--- config.mk ---
export PLATFORM = sky130hd
export DESIGN_NAME = matmult_run_ctrl_flat
export DESIGN_NICKNAME = d
export VERILOG_FILES = /design/src/rtl/matmult_run_ctrl_if.sv /design/src/rtl/matmult_run_ctrl.sv /design/src/flat_wrapper.sv
export SDC_FILE = /design/constraint.sdc
export NUM_CORES = 1
export LEC_CHECK = 0
export BUFFER_PORTS_ARGS = -buffer_cell sky130_fd_sc_hd__buf_2
export CORE_MARGIN = 4
export CORE_UTILIZATION = 40
export CTS_BUF_LIST = sky130_fd_sc_hd__clkbuf_4 sky130_fd_sc_hd__clkbuf_8
export DETAILED_ROUTE_END_ITERATION = 10
export GPL_TIMING_DRIVEN = 0
export PLACE_DENSITY = 0.7
export SYNTH_ARGS = -nofsm -noshare
export SYNTH_HDL_FRONTEND = slang
export SYNTH_SLANG_ARGS = --single-unit
export TNS_END_PERCENT = 5
--- constraint.sdc ---
create_clock -name clk -period 4.7 [get_ports clk]
set_input_delay 0.47 -clock clk [delete_from_list [all_inputs] [get_ports clk]]
set_output_delay 0.47 -clock clk [all_outputs]
set_load 0.01 [all_outputs]
--- src/rtl/matmult_run_ctrl_if.sv ---
// rtl/matmult_run_ctrl_if.sv - run-control bus between system, channel arbiter, RAMs and MAC datapath
interface matmult_run_ctrl_if #(
    parameter int AW = 7
);
    logic          start;
    logic          busy;
    logic          done;
    logic          a_req_vz;
    logic          b_req_vz;
    logic          c_req_vz;
    logic          a_rls_lz;
    logic          b_rls_lz;
    logic          c_rls_lz;
    logic          a_re;
    logic [AW-1:0] a_radr;
    logic          b_re;
    logic [AW-1:0] b_radr;
    logic          c_we;
    logic [AW-1:0] c_wadr;
    logic          acc_en;
    logic          acc_clr;

    // System / channel / datapath side
    modport master (
        output start, a_req_vz, b_req_vz, c_req_vz,
        input  busy, done, a_rls_lz, b_rls_lz, c_rls_lz,
        input  a_re, a_radr, b_re, b_radr, c_we, c_wadr, acc_en, acc_clr
    );

    // Controller side
    modport slave (
        input  start, a_req_vz, b_req_vz, c_req_vz,
        output busy, done, a_rls_lz, b_rls_lz, c_rls_lz,
        output a_re, a_radr, b_re, b_radr, c_we, c_wadr, acc_en, acc_clr
    );
endinterface

--- src/rtl/matmult_run_ctrl.sv ---
// rtl/matmult_run_ctrl.sv - NxN matrix multiply sequencer: channel handshake, RAM addressing, MAC control
module matmult_run_ctrl #(
    parameter int N      = 10,
    parameter int AW     = 7,
    parameter int RD_LAT = 1
) (
    input  logic               clk,
    input  logic               arst_n,
    matmult_run_ctrl_if.slave  bus
);
    localparam int KW = (N > 1) ? $clog2(N) : 1;
    localparam int DW = (RD_LAT > 1) ? $clog2(RD_LAT) : 1;
    localparam logic [KW-1:0] K_LAST     = KW'(N - 1);
    localparam logic [KW-1:0] K_ONE      = KW'(1);
    localparam logic [AW-1:0] A_STEP     = AW'(N);
    localparam logic [AW-1:0] A_ONE      = AW'(1);
    localparam logic [DW-1:0] DRAIN_LAST = DW'(RD_LAT - 1);
    localparam logic [DW-1:0] D_ONE      = DW'(1);

    typedef enum logic [2:0] {
        S_IDLE,
        S_WAIT_REQ,
        S_MAC,
        S_DRAIN,
        S_WRITE,
        S_RELEASE
    } state_t;

    state_t            r_state;
    logic [KW-1:0]     r_i;
    logic [KW-1:0]     r_j;
    logic [KW-1:0]     r_k;
    logic [DW-1:0]     r_drain;
    logic [AW-1:0]     r_row_base;   // i*N, kept as a running sum
    logic [AW-1:0]     r_a_adr;
    logic [AW-1:0]     r_b_adr;
    logic [AW-1:0]     r_c_adr;
    logic              r_re;
    logic              r_we;
    logic              r_busy;
    logic              r_done;
    logic              r_rls;
    logic [RD_LAT-1:0] r_en_pipe;
    logic [RD_LAT-1:0] r_clr_pipe;
    logic              w_first_rd;

    // The read issued at k=0 starts a fresh accumulation
    assign w_first_rd = r_re && (r_k == '0);

    // Sequencer: state, counters and all registered strobes/addresses
    always_ff @(posedge clk or negedge arst_n) begin
        if (!arst_n) begin
            r_state    <= S_IDLE;
            r_i        <= '0;
            r_j        <= '0;
            r_k        <= '0;
            r_drain    <= '0;
            r_row_base <= '0;
            r_a_adr    <= '0;
            r_b_adr    <= '0;
            r_c_adr    <= '0;
            r_re       <= 1'b0;
            r_we       <= 1'b0;
            r_busy     <= 1'b0;
            r_done     <= 1'b0;
            r_rls      <= 1'b0;
        end else begin
            case (r_state)
                S_IDLE: begin
                    if (bus.start) begin
                        r_state <= S_WAIT_REQ;
                        r_busy  <= 1'b1;
                    end
                end
                S_WAIT_REQ: begin
                    if (bus.a_req_vz && bus.b_req_vz && bus.c_req_vz) begin
                        r_state    <= S_MAC;
                        r_i        <= '0;
                        r_j        <= '0;
                        r_k        <= '0;
                        r_row_base <= '0;
                        r_a_adr    <= '0;
                        r_b_adr    <= '0;
                        r_re       <= 1'b1;
                    end
                end
                S_MAC: begin
                    if (r_k == K_LAST) begin
                        r_state <= S_DRAIN;
                        r_re    <= 1'b0;
                        r_drain <= '0;
                    end else begin
                        r_k     <= r_k + K_ONE;
                        r_a_adr <= r_a_adr + A_ONE;
                        r_b_adr <= r_b_adr + A_STEP;
                    end
                end
                S_DRAIN: begin
                    if (r_drain == DRAIN_LAST) begin
                        r_state <= S_WRITE;
                        r_we    <= 1'b1;
                        r_c_adr <= r_row_base + AW'(r_j);
                    end else begin
                        r_drain <= r_drain + D_ONE;
                    end
                end
                S_WRITE: begin
                    r_we <= 1'b0;
                    r_k  <= '0;
                    if (r_j != K_LAST) begin
                        r_j     <= r_j + K_ONE;
                        r_a_adr <= r_row_base;
                        r_b_adr <= AW'(r_j) + A_ONE;
                        r_re    <= 1'b1;
                        r_state <= S_MAC;
                    end else if (r_i != K_LAST) begin
                        r_j        <= '0;
                        r_i        <= r_i + K_ONE;
                        r_row_base <= r_row_base + A_STEP;
                        r_a_adr    <= r_row_base + A_STEP;
                        r_b_adr    <= '0;
                        r_re       <= 1'b1;
                        r_state    <= S_MAC;
                    end else begin
                        r_state <= S_RELEASE;
                        r_rls   <= 1'b1;
                        r_done  <= 1'b1;
                    end
                end
                S_RELEASE: begin
                    r_state <= S_IDLE;
                    r_rls   <= 1'b0;
                    r_done  <= 1'b0;
                    r_busy  <= 1'b0;
                    r_i     <= '0;
                    r_j     <= '0;
                    r_k     <= '0;
                end
                default: begin
                    r_state <= S_IDLE;
                end
            endcase
        end
    end

    // Product-valid strobes trail the read enable by the RAM read latency
    always_ff @(posedge clk or negedge arst_n) begin
        if (!arst_n) begin
            r_en_pipe  <= '0;
            r_clr_pipe <= '0;
        end else begin
            r_en_pipe[0]  <= r_re;
            r_clr_pipe[0] <= w_first_rd;
            for (int s = 1; s < RD_LAT; s++) begin
                r_en_pipe[s]  <= r_en_pipe[s-1];
                r_clr_pipe[s] <= r_clr_pipe[s-1];
            end
        end
    end

    assign bus.busy     = r_busy;
    assign bus.done     = r_done;
    assign bus.a_rls_lz = r_rls;
    assign bus.b_rls_lz = r_rls;
    assign bus.c_rls_lz = r_rls;
    assign bus.a_re     = r_re;
    assign bus.b_re     = r_re;
    assign bus.a_radr   = r_a_adr;
    assign bus.b_radr   = r_b_adr;
    assign bus.c_we     = r_we;
    assign bus.c_wadr   = r_c_adr;
    assign bus.acc_en   = r_en_pipe[RD_LAT-1];
    assign bus.acc_clr  = r_clr_pipe[RD_LAT-1];
endmodule

--- src/flat_wrapper.sv ---
// flat-port wrapper written by rule: the top's interface ports become plain ports
module matmult_run_ctrl_flat 
#(
    parameter int N      = 10,
    parameter int AW     = 7,
    parameter int RD_LAT = 1
)
  (clk, arst_n, bus_start, bus_a_req_vz, bus_b_req_vz, bus_c_req_vz, bus_busy, bus_done, bus_a_rls_lz, bus_b_rls_lz, bus_c_rls_lz, bus_a_re, bus_a_radr, bus_b_re, bus_b_radr, bus_c_we, bus_c_wadr, bus_acc_en, bus_acc_clr);
  matmult_run_ctrl_if #(.AW(AW)) bus_i ();
  input  logic clk;
  input  logic arst_n;
  input wire logic [$bits(bus_i.start)-1:0] bus_start;
  input wire logic [$bits(bus_i.a_req_vz)-1:0] bus_a_req_vz;
  input wire logic [$bits(bus_i.b_req_vz)-1:0] bus_b_req_vz;
  input wire logic [$bits(bus_i.c_req_vz)-1:0] bus_c_req_vz;
  output wire logic [$bits(bus_i.busy)-1:0] bus_busy;
  output wire logic [$bits(bus_i.done)-1:0] bus_done;
  output wire logic [$bits(bus_i.a_rls_lz)-1:0] bus_a_rls_lz;
  output wire logic [$bits(bus_i.b_rls_lz)-1:0] bus_b_rls_lz;
  output wire logic [$bits(bus_i.c_rls_lz)-1:0] bus_c_rls_lz;
  output wire logic [$bits(bus_i.a_re)-1:0] bus_a_re;
  output wire logic [$bits(bus_i.a_radr)-1:0] bus_a_radr;
  output wire logic [$bits(bus_i.b_re)-1:0] bus_b_re;
  output wire logic [$bits(bus_i.b_radr)-1:0] bus_b_radr;
  output wire logic [$bits(bus_i.c_we)-1:0] bus_c_we;
  output wire logic [$bits(bus_i.c_wadr)-1:0] bus_c_wadr;
  output wire logic [$bits(bus_i.acc_en)-1:0] bus_acc_en;
  output wire logic [$bits(bus_i.acc_clr)-1:0] bus_acc_clr;
  assign bus_i.start = bus_start;
  assign bus_i.a_req_vz = bus_a_req_vz;
  assign bus_i.b_req_vz = bus_b_req_vz;
  assign bus_i.c_req_vz = bus_c_req_vz;
  assign bus_busy = bus_i.busy;
  assign bus_done = bus_i.done;
  assign bus_a_rls_lz = bus_i.a_rls_lz;
  assign bus_b_rls_lz = bus_i.b_rls_lz;
  assign bus_c_rls_lz = bus_i.c_rls_lz;
  assign bus_a_re = bus_i.a_re;
  assign bus_a_radr = bus_i.a_radr;
  assign bus_b_re = bus_i.b_re;
  assign bus_b_radr = bus_i.b_radr;
  assign bus_c_we = bus_i.c_we;
  assign bus_c_wadr = bus_i.c_wadr;
  assign bus_acc_en = bus_i.acc_en;
  assign bus_acc_clr = bus_i.acc_clr;
  matmult_run_ctrl #(.N(N), .AW(AW), .RD_LAT(RD_LAT)) u_core (.clk(clk), .arst_n(arst_n), .bus(bus_i));
endmodule
After elaboration in Yosys (flattened, before gate mapping)
Cells that the tools add are included.

storage, ports and cells
  input port bits = 6
  bits in registers = 50
  output and inout bits = 31

operators by class
  multiplexer cells = 41
  bitwise operators = 1
  eq/ne operators = 17
  add/sub/neg operators = 9
  reduce and logical (&&, ||, !) cells = 26

operators by type and width
  cell                   count
  $mux W7                8
  $pmux W7 S3            2
  $pmux W4 S3            3
  $mux W4                6
  $reduce_and A4 Y1      5
  $mux W3                6
  $pmux W3 S5            1
  $add A7 B4 Y7 const B  2
  $pmux W7 S2            1
  $add A4 B1 Y4 const B  3
  $ne A2 B2 Y1 const B   5
  $reduce_bool A2 Y1     5
  $mux W1                9
  $reduce_and A3 Y1      3
  $reduce_bool A3 Y1     3
  $ne A4 B4 Y1 const B   2
  $pmux W1 S2            4
  $reduce_and A2 Y1      4
  $add A7 B1 Y7 const B  1
  $add A7 B4 Y7          1
  $eq A3 B2 Y1 const B   2
  $eq A3 B3 Y1 const B   2
  $ne A2 B1 Y1 const B   3
  $add A4 B1 Y5 const B  1
  other kinds (10)       12

Longest topological paths before layout
Gate-level depths: netlist of run 1.

  word-level depth = 4
  depth in mapped cells = 8
  mapped depth without buffers = 7

Worst setup path after synthesis of run 1
Ideal clock, no wire load.

  path type = register to register
  start = reg u_core.r_state[0]
  end = reg u_core.r_b_adr[5] (netlist: u_core.bus.b_radr[5])
  setup slack = 2.948 ns
  path buffers = 3
  cell stages (with the launch flop) = 9
  clock period less this slack = 1.752 ns
  library setup time = 0.129 ns
  arrival = 1.623 ns
  path through = dfrtp_1 -> buf_6 -> or3b_1 -> buf_6 -> a21oi_4 -> nor3_1 -> buf_2 -> o21ai_0 -> o41ai_1

between the ends
  longest elaborated chain between the ends = 3
  elaborated cells on any way between the ends = 9

ends and longest elaborated chain
  element                                                RTL line                 text
  start: declaration                                     matmult_run_ctrl.sv:29   state_t r_state;
  start signal: assignment                               matmult_run_ctrl.sv:53   r_state <= S_IDLE;
  start signal: assignment                               matmult_run_ctrl.sv:71   r_state <= S_WAIT_REQ;
  start signal: assignment                               matmult_run_ctrl.sv:77   r_state <= S_MAC;
  $eq A3 B3 Y1 (tied with other cells)                   matmult_run_ctrl.sv:68   case (r_state)
  $ne A3 B1 Y1 (no source line) (tied with other cells)  -
  $reduce_and A4 Y1 (no source line)                     -
  end signal: assignment                                 matmult_run_ctrl.sv:95   r_b_adr <= r_b_adr + A_STEP;
  end signal: assignment                                 matmult_run_ctrl.sv:113  r_b_adr <= AW'(r_j) + A_ONE;
  end: declaration                                       matmult_run_ctrl.sv:36   logic [AW-1:0] r_b_adr;

Parallel ways exist; a longest one is shown, timed or not.
A chain may end at the register's enable or synchronous reset.

Final worst setup path of run 1
  start = reg u_core.r_state[2]
  end = reg u_core.r_b_adr[5] (netlist: u_core.bus.b_radr[5])

The elaborated chain is that of the path after synthesis.

==> results.md, run 1 <==
* Leakage at 1.44 nW
* Critical path type: flop to flop
* Detail Route Antenna Nets at 0
* Most frequent cells in the layout: dfrtp_1, o21ai_0, buf_2
* Pwr/cell area at 518 nW/um2
* Worst VDD drop at 207 uV
* Simple-gate share of the synthesized area at 18.2%
* Max-slew violation count at 0
* Post_cts resized at 0
* R2R setup slack at 2.60 ns
* Routed WL at 6.14 mm
* Die ar. at 8120 um2
* Clk Latency, worst-skew pair at 0.30 ns
* Tmin final at 2.10 ns
* Final HPWL DP at 4.47 mm
* Max Fclk at 476 MHz
* First-pass GRT wire length at 10.7 mm
* Nets at 352
* Hold-fix buffers, CTS at 0
* Iter 0 DRT Violations at 101
* GP Congestion at 0.820
* Final setup TNS at 0 ns
* TritonCTS clock tree: yes
* Die Y at 90.1 um
* Period utilization at 44.7%
* Die Wd at 90.1 um
* I/O Buffers at 36
* Syn Nets at 309
* Post-synthesis compound-gate area fraction at 18.4%
* CTS buffer count at 5
* DR vias/cell at 5.44
* Largest net degree at the start of global routing at 49
* Max Fanout on Critical Path at 10
* Initial antenna violation count at 0
* Vias in the first global route at 2244
* Seq cells post-synth at 48
* Post-synthesis cell type count at 47
* Final hold vios at 0
* Number of diodes at 0
* Synth Area in XOR/XNOR at 5.20%
* DRC viols at 0
* Largest family of logic cells by synthesized area: compound AO/OA/AOI/OAI gates
* Synth Area in Adders at 6.78%
* Worst-path clk slew at 0.09 ns
* Rel. slew slack at 28.2%
* FP Rows at 29
* Post-DR wirelength/cell at 15.0 um
* Required @ worst endpoint at 4.89 ns
* Area growth from synthesis to layout at 13.9%
* Share of cells above drive strength 1 at 19.5%
* Initial DRT Pass Iterations at 4
* Worst clock skew at 0.00493 ns
* Root buf cell: clkbuf_8
* Via count at 2229
* Final number of setup-violating endpoints at 0
* GRT Resource Usage Total at 15.9%
* Post-synth top area share at 44.6%
* Cell area after synthesis at 2700 um2
* RSZ-0062 raised after global routing: false
* H-Tree Depth at 2
* Arrival time at the worst endpoint at 2.29 ns
* Slew @ Worst Pin at 1.08 ns
* Area leader, netlist: dfrtp_1
* # Post-CTS Setup Buffers at 0
* Startpoint Class: flop
* Most common cell after layout, fill and taps aside: dfrtp_1
* Top cells by area, synth: dfrtp_1, o21ai_0, ha_1, nand2_1, nor2_1
* Clock sink count at 48
* HP Class: input pin to asynchronous set/reset pin
* YS warnings at 0
* Multiplexer area fraction after synthesis at 1.62%
* Core area at 6460 um2
* Register area share after synthesis at 44.6%
* Clk buf depth at 2
* Final Hold Slack at 0.363 ns
* GRT overflow at 0
* Io pins at 37
* # Max-Cap Violations at 0
* Initial Util at 41.7%
* Nature of the critical path endpoint: flop
* Syn_area_per_cell at 9.33 um2
* Outcome: completed
* Cells after synthesis at 289
area by class of cell:
type	instances	area [um2]
repair buffers	36	180
multi-input cells	217	1360
plain buffers	15	103
well taps	77	96.3
clock buffers	8	97.6
flip-flops and latches	48	1200
inverters	9	33.8
fillers	644	3390
path summary, 6_finish.rpt:
| path | startpoint | end | cells after the start |
|---|---|---|---|
| setup reg to reg | u_core.r_state[2] | u_core.bus.b_radr[5] | 6 |
| hold reg to reg | u_core.bus.c_wadr[5] | u_core.bus.c_wadr[5] | 2 |
| setup / recovery | u_core.r_state[2] | u_core.bus.b_radr[5] | 6 |
| min in group clk | u_core.bus.c_wadr[5] | u_core.bus.c_wadr[5] | 2 |
| hold / removal | arst_n | u_core.bus.c_wadr[1] | 1 |
| max in group asynchronous | arst_n | u_core.bus.acc_en | 1 |
report_power, final:
group	switching (mW)	internal [mW]	total [mW]
Combinational	0.385	0.277	0.662
Clock	0.134	0.132	0.265
Sequential	0.120	0.542	0.662
cells in the mapped netlist, drive strengths merged:
| cell type | instances |
|---|---|
| nand2b | 1 |
| fa | 1 |
| a41oi | 3 |
| nor4bb | 1 |
| and3 | 3 |
| a31oi | 6 |
| o31ai | 1 |
| clkbuf | 3 |
| and3b | 3 |
| o22a | 2 |
| nand4b | 1 |
| buf | 12 |
| dfrtp | 48 |
| o21ai | 41 |
| or3 | 3 |
| nor4b | 1 |
| nor3b | 4 |
| mux2i | 1 |
| nand4 | 2 |
| xor2 | 8 |
| a22oi | 2 |
| o41ai | 2 |
| nand3b | 3 |
| or3b | 2 |
| nand2 | 33 |
| a21o | 3 |
| nor2 | 31 |
| nor3 | 5 |
| nor2b | 1 |
| o211ai | 1 |
| o21a | 2 |
| inv | 9 |
| o22ai | 4 |
| mux2 | 3 |
| ha | 13 |
| o221ai | 1 |
| conb | 1 |
| xnor2 | 8 |
| nand3 | 4 |
| a21oi | 16 |
per-stage QoR:
stage	utilization (%)	cell area (um2)	total power [mW]	worst slack [ns]	std cells
finish	47.5	3070	1.59	2.60	410
global route	47.5	3070	1.73	2.37	410
CTS	47.5	3070	1.61	2.62	410
detailed placement	46.0	2970	1.33	2.66	402
global placement	46.0	2970	1.32	2.72	402
floorplan	-	2700	1.11	2.95	289
worst max-delay path: stages, from the launching register on:
cell and delay, ns:
dfrtp_1 0.38, buf_2 0.17, nor3b_1 0.64, clkbuf_1 0.45, o21a_1 0.19, o21ai_0 0.08
o41ai_1 0.08
kinds of logic after synthesis:
kind of cell	Yosys count
buffers and inverters	24
AOI/OAI and AO/OA	84
DFF	48
muxes	4
xor gates and xnor gates	16
adders and majority gates	14
and+or+nand+nor	98
other	1
sequential cells by signal, summed over array words and instances (netlist names):
signal / flops
u_core.bus.acc_clr: 1
u_core.bus.b_radr: 7
u_core.r_i: 4
u_core.r_state: 3
u_core.bus.c_wadr: 7
u_core.r_k: 4
u_core.bus.a_re: 1
u_core.bus.a_radr: 7
u_core.bus.c_we: 1
u_core.bus.acc_en: 1
u_core.r_j: 4
u_core.r_row_base: 6
u_core.bus.done: 1
u_core.bus.busy: 1
layer usage:
| metal | global-route usage [%] | share of wire [%] | vias to the layer above |
|---|---|---|---|
| li1 | - | - | 1102 |
| met1 | 20.5 | 46 | 1059 |
| met2 | 26.5 | 46 | 60 |
| met3 | 3.51 | 6.2 | 8 |
| met4 | 5.48 | 1.6 | 0 |
| met5 | 0 | 0 | - |
Power figures use the tool's default switching activity.
==> run 2: changes to the inputs <==
- ABC_AREA: not set -> 1
- clock period: 4.7 -> 2.1 ns (I/O delays scaled with it)
==> results.md, run 2 <==
* Nature of the critical path endpoint: flop
* GP Congestion at 0.830 (+1.2%)
* Design area at 3200 um2 (+4.2%)
* TritonCTS clock tree: yes
* Worst clock skew at 0.00833 ns (+0.00340 ns)
* Rel. slew slack at 28.7% (+0.53 points)
* Worst reg-to-reg path cell count at 10 (+4)
* Initial Util at 41.0% (-0.73 points)
* Pwr/cell area at 513 nW/um2 (-0.94%)
* Post-DR wirelength/cell at 12.1 um (-19%)
* Sequential fraction of design power at 56.5% (+15 points)
* HP Class: input pin to asynchronous set/reset pin
* RSZ-0062 raised after global routing: false
* Initial DRT Pass Iterations at 5 (+1)
* Post_cts resized at 0 (unchanged)
* CTS buffer count at 5 (unchanged)
* Outcome: completed
* Most frequent CP cell: nand2_1
* Area growth from synthesis to layout at 14.8%
* Root buf cell: clkbuf_8
* Post-synth top area share at 43.1% (-1.4 points)
* Top cells by area, synth: dfrtp_1, nand2_1, nand3_1, ha_1, inv_1
* Final HPWL DP at 4.55 mm (+1.7%)
* Final number of setup-violating endpoints at 0 (unchanged)
* Die Y at 91.4 um (+1.5%)
* Critical path type: flop to flop
* Number of flops mapped to enable cells by yosys at 0 (unchanged)
* Number of diodes at 0 (unchanged)
* Routed WL at 6.15 mm (+0.16%)
* Die Wd at 91.4 um (+1.5%)
* DRC viols at 0 (unchanged)
* Area leader, netlist: dfrtp_1
* First-pass GRT wire length at 11.0 mm (+2.4%)
* YS warnings at 0 (unchanged)
* Final setup TNS at 0 ns (unchanged)
* Buf/Inv on CP at 2 (unchanged)
* Required @ worst endpoint at 2.30 ns (-2.59 ns)
* Most frequent cells in the layout: nand2_1, dfrtp_1, buf_2
* Worst slack at placement at 0.284 ns (-2.38 ns)
* Worst-path clk slew at 0.09 ns (about the same)
* CP delay by family, top: simple AND/OR/NAND/NOR gates
* Net Sw Frac at 20.8% (-19 points)
* Clk Latency, worst-skew pair at 0.31 ns (about the same)
* Syn Nets at 389 (+26%)
* Reg2Reg Capture Point: u_core.r_row_base[2]
* RR Startpoint: u_core.r_j[1]
* PnR worst setup slack at 0.268 ns (-2.33 ns)
* Cell area after synthesis at 2790 um2 (+3.3%)
* Max Fclk at 546 MHz (+15%)
* Net switching power at 0.341 mW (-47%)
* Finished Layout Cells at 509 (+24%)
* CP Cell Sequence: inv_1 -> ha_1 -> nand2_1 -> nor2_1 -> nor2_2 -> nor2_1 -> nand3_1 -> inv_1 -> nand2_1 -> nand2_1
* Share of cells above drive strength 1 at 16.0% (-3.5 points)
* GRT overflow at 0 (unchanged)
* # Post-CTS Setup Buffers at 0 (unchanged)
* Core Util, Final at 47.1% (-0.47 points)
* Nets at 432 (+23%)
* DR vias/cell at 4.91 (-9.6%)
* Crit-path max cell delay at 0.46 ns (-0.18 ns)
* Cells after synthesis at 369 (+28%)
* Seq cells post-synth at 48 (unchanged)
* Core area at 6790 um2 (+5.2%)
* Post-synthesis cell type count at 34 (-28%)
* Leakage at 1.70 nW (+18%)
* Power share of the clock group at 41.6% (+25 points)
* FP Rows at 30 (+3.4%)
* Layout fillers at 665 (+3.3%)
* Startpoint Class: flop
* Clock sink count at 48 (unchanged)
* Die ar. at 8360 um2 (+3.0%)
* Max Fanout on Critical Path at 7 (-3)
* Internal at 1.30 mW (+37%)
* Tmin final at 1.83 ns (-0.270 ns)
* I/O Buffers at 36 (unchanged)
* Synth async-reset ratio at 100% (unchanged)
* Period utilization at 87.2% (+43 points)
* Clk buf depth at 2 (unchanged)
* Via count at 2501 (+12%)
* Worst VDD drop at 221 uV (+6.7%)
* Io pins at 37 (unchanged)
* Initial antenna violation count at 0 (unchanged)
* R2R setup slack at 0.27 ns (-2.33 ns)
* Placed instance count at 501 (+25%)
* H-Tree Depth at 2 (unchanged)
* Syn_area_per_cell at 7.55 um2 (-19%)
* GRT Resource Usage Total at 15.8% (-0.17 points)
* Count leader, synth: nand2_1
* Detail Route Antenna Nets at 0 (unchanged)
* Vias in the first global route at 2481 (+11%)
* Register area share after synthesis at 43.1% (-1.4 points)
* Worst path slowest cell: dfrtp_1
* Leading cell types by count after synthesis: nand2_1, dfrtp_1, nand3_1
* Max-slew violation count at 0 (unchanged)
* Final hold vios at 0 (unchanged)
* Largest net degree at the start of global routing at 49 (unchanged)
* Placed instance area at 3090 um2 (+3.8%)
* Iter 0 DRT Violations at 174 (+72%)
* Comb pwr share at 1.9% (-40 points)
* Dominant synthesized flop cell: dfrtp_1
* Slew @ Worst Pin at 1.07 ns (-0.00790 ns)
* # Max-Cap Violations at 0 (unchanged)
* Most common cell after layout, fill and taps aside: nand2_1
* Arrival time at the worst endpoint at 2.03 ns (-0.26 ns)
* Hold-fix buffers, CTS at 0 (unchanged)
## run 2: changes by cell type in the layout (fill, tap and decap cells not counted), moves of 8 or more
cell	before	now
o21ai_1	0	8
a21oi_1	15	3
nand2_1	33	137
o21ai_0	41	20
inv_1	9	30
nand3_1	4	35
## run 2: logic make-up (layout without fill, tap and decap cells)
family | Yosys count | in the layout | share of synthesized area, %
XOR/XNOR | 9 | 9 | 2.83
flip-flops | 48 | 48 | 43.1
adder cells (fa/ha/maj) | 14 | 14 | 6.56
other | 1 | 1 | 0.135
buffers and inverters | 42 | 86 | 6.51
AND/OR/NAND/NOR | 216 | 216 | 33.2
AO/OA/AOI/OAI | 38 | 38 | 7.32
multiplexers | 1 | 1 | 0.359
## run 2: per-layer routing
layer / global-route usage, % / vias up / routed length (um)
met3: 3.15 / 5 / 293
met5: 0 / - / 0
met2: 26.5 / 59 / 2920
li1: - / 1268 / -
met1: 20.5 / 1169 / 2870
met4: 4.65 / 0 / 68
## run 2: worst max path at each step
stage	start	to	slack, ns	cells past startpoint
after floorplan	u_core.r_j[1]	u_core.r_row_base[4]	0.64	10
after detailed placement	u_core.r_j[1]	u_core.r_row_base[2]	0.28	10
final	u_core.r_j[1]	u_core.r_row_base[2]	0.27	10
after global routing	u_core.r_j[1]	u_core.r_row_base[4]	0.01	10
after CTS	u_core.r_j[1]	u_core.r_row_base[2]	0.27	10
after global placement	u_core.r_j[1]	u_core.r_row_base[2]	0.32	10
## run 2: layout make-up
| type | instances | area (um2) | share of cell area (%) |
|---|---|---|---|
| Multi-Input combinational cell | 279 | 1400 | 43.9 |
| Timing Repair Buffer | 36 | 180 | 5.64 |
| Clock buffer | 6 | 76.3 | 2.39 |
| Sequential cell | 48 | 1200 | 37.6 |
| Tap cell | 96 | 120 | 3.76 |
| Clock inverter | 2 | 35.0 | 1.10 |
| Buffer | 8 | 53.8 | 1.68 |
| Inverter | 34 | 128 | 3.99 |
## run 2: power groups by stage
stage | clock network, mW | registers [mW] | logic (mW)
global route | 0.742 | 0.927 | 0.0374
CTS | 0.703 | 0.926 | 0.0336
detailed placement | 0 | 0.945 | 0.0334
finish | 0.682 | 0.926 | 0.0313
floorplan | 0 | 0.946 | 0.00528
global placement | 0 | 0.945 | 0.0332
## run 2: through the flow
stage	power, mW	hold WS [ns]
global placement	0.978	0.436
floorplan	0.951	-0.0856
detailed placement	0.978	0.431
CTS	1.66	0.114
finish	1.64	0.0977
global route	1.71	0.130
## run 2: worst reg2reg max path, stage by stage, from the launching register on
cell and delay, ns:
dfrtp_1 0.46, inv_1 0.08, ha_1 0.20, nand2_1 0.07, nor2_1 0.06, nor2_2 0.29, nor2_1 0.09, nand3_1 0.22
inv_1 0.12, nand2_1 0.08, nand2_1 0.06
==> run 3: changes to the inputs <==
- CORE_ASPECT_RATIO: not set -> 1.4
==> results.md, run 3 (synthesized netlist as in run 2, its figures left out) <==
* FP Rows at 35 (+17%)
* Final Hold Slack at 0.103 ns (+0.00559 ns)
* Total power at 1.54 mW (-6.1%)
* HP Class: input pin to asynchronous set/reset pin
* Most common cell after layout, fill and taps aside: nand2_1
* Largest net degree at the start of global routing at 49 (unchanged)
* Die Wd at 78.5 um (-14%)
* Nets at 432 (unchanged)
* Max-slew violation count at 0 (unchanged)
* # Max-Cap Violations at 0 (unchanged)
* Routed WL at 5.99 mm (-2.7%)
* RSZ-0062 raised after global routing: false
* Period utilization at 86.0% (-1.2 points)
* Clk buf depth at 2 (unchanged)
* Required @ worst endpoint at 2.30 ns (about the same)
* Post_cts resized at 0 (unchanged)
* Worst-path clk slew at 0.09 ns (about the same)
* Area growth from synthesis to layout at 13.9%
* Core area at 6700 um2 (-1.4%)
* Slew @ Worst Pin at 1.07 ns (-0.000171 ns)
* Core Util, Final at 47.4% (+0.30 points)
* GRT overflow at 0 (unchanged)
* I/O Buffers at 36 (unchanged)
* Final number of setup-violating endpoints at 0 (unchanged)
* Tmin final at 1.81 ns (-0.0252 ns)
* Number of diodes at 0 (unchanged)
* Outcome: completed
* Initial Util at 41.6% (+0.57 points)
* Share of cells above drive strength 1 at 16.0% (unchanged)
* Vias in the first global route at 2420 (-2.5%)
* Clk Latency, worst-skew pair at 0.30 ns (about the same)
* Die ar. at 8380 um2 (+0.22%)
* DRC viols at 0 (unchanged)
* # Post-CTS Setup Buffers at 0 (unchanged)
* GP Congestion at 0.820 (-1.2%)
* Detail Route Antenna Nets at 0 (unchanged)
* Nature of the critical path endpoint: flop
* Final HPWL DP at 4.50 mm (-1.1%)
* Max Fanout on Critical Path at 7 (unchanged)
* CTS buffer count at 5 (unchanged)
* Arrival time at the worst endpoint at 2.00 ns (-0.03 ns)
* Critical path type: flop to flop
* Final hold vios at 0 (unchanged)
* Most frequent cells in the layout: nand2_1, dfrtp_1, buf_2
* Placed instance area at 3080 um2 (-0.16%)
* Initial DRT Pass Iterations at 4 (-1)
* Via count at 2433 (-2.7%)
* TritonCTS clock tree: yes
* Worst VDD drop at 324 uV (+47%)
* Initial antenna violation count at 0 (unchanged)
* Die Y at 107 um (+17%)
* GRT Resource Usage Total at 15.3% (-0.48 points)
* Rel. slew slack at 28.7% (about the same)
* Leakage at 1.69 nW (-0.45%)
* First-pass GRT wire length at 10.5 mm (-4.0%)
* Worst clock skew at 0.00661 ns (-0.00172 ns)
* H-Tree Depth at 2 (unchanged)
* Io pins at 37 (unchanged)
* DR vias/cell at 4.82 (-1.9%)
* Max Fclk at 553 MHz (+1.4%)
* Root buf cell: clkbuf_8
* Startpoint Class: flop
* Iter 0 DRT Violations at 143 (-18%)
* Design area at 3170 um2 (-0.74%)
* Post-DR wirelength/cell at 11.9 um (-1.9%)
* Hold-fix buffers, CTS at 0 (unchanged)
* Clock sink count at 48 (unchanged)
* Pwr/cell area at 485 nW/um2 (-5.4%)
* Final setup TNS at 0 ns (unchanged)
-- run 3: path summary, 6_finish.rpt --
| kind | startpoint | to | slack, ns | cells after the start |
|---|---|---|---|---|
| min in group clk | bus_start | u_core.bus.busy | 0.13 | 3 |
| setup / recovery | u_core.r_j[1] | u_core.r_row_base[4] | 0.29 | 10 |
| setup reg to reg | u_core.r_j[1] | u_core.r_row_base[4] | 0.29 | 10 |
| max in group asynchronous | arst_n | u_core.bus.busy | 1.35 | 1 |
| hold reg to reg | u_core.bus.a_re | u_core.bus.acc_en | 0.48 | 0 |
| hold / removal | arst_n | u_core.bus.c_wadr[6] | 0.10 | 1 |
-- run 3: area by class of cell --
| type | count | area, um2 |
|---|---|---|
| clock inverter | 2 | 10.0 |
| inverter | 34 | 128 |
| fill | 652 | 3530 |
| timing repair buffer | 36 | 180 |
| tap | 92 | 115 |
| clock buffer | 6 | 82.6 |
| buffer | 8 | 53.8 |
| multi-input combinational | 279 | 1400 |
| sequential | 48 | 1200 |
-- run 3: worst max-delay path, stage by stage, from the launching register on --
cell     delay, ns
dfrtp_1       0.44
inv_1         0.09
ha_1          0.20
nand2_1       0.07
nor2_1        0.06
nor2_2        0.29
nor2_1        0.10
nand3_1       0.22
inv_1         0.11
nand2_1       0.08
nand2_1       0.04
-- run 3: power breakdown --
group          switching, mW  total, mW  internal [mW]
Sequential           0.00100      0.926          0.925
Combinational         0.0238     0.0311        0.00736
Clock                  0.319      0.583          0.264
Total                  0.344       1.54           1.20
-- run 3: stage by stage --
stage	std cells	setup WS (ns)
floorplan	369	0.641
global placement	497	0.319
detailed placement	497	0.278
CTS	505	0.266
global route	505	0.0669
finish	505	0.293
-- run 3: routing by layer --
layer	vias to the layer above	wire length, um	track usage [%]
met2	41	3010	27.1
met1	1118	2680	18.2
met4	0	128	6.38
met5	-	0	0
li1	1264	-	-
met3	10	167	2.35
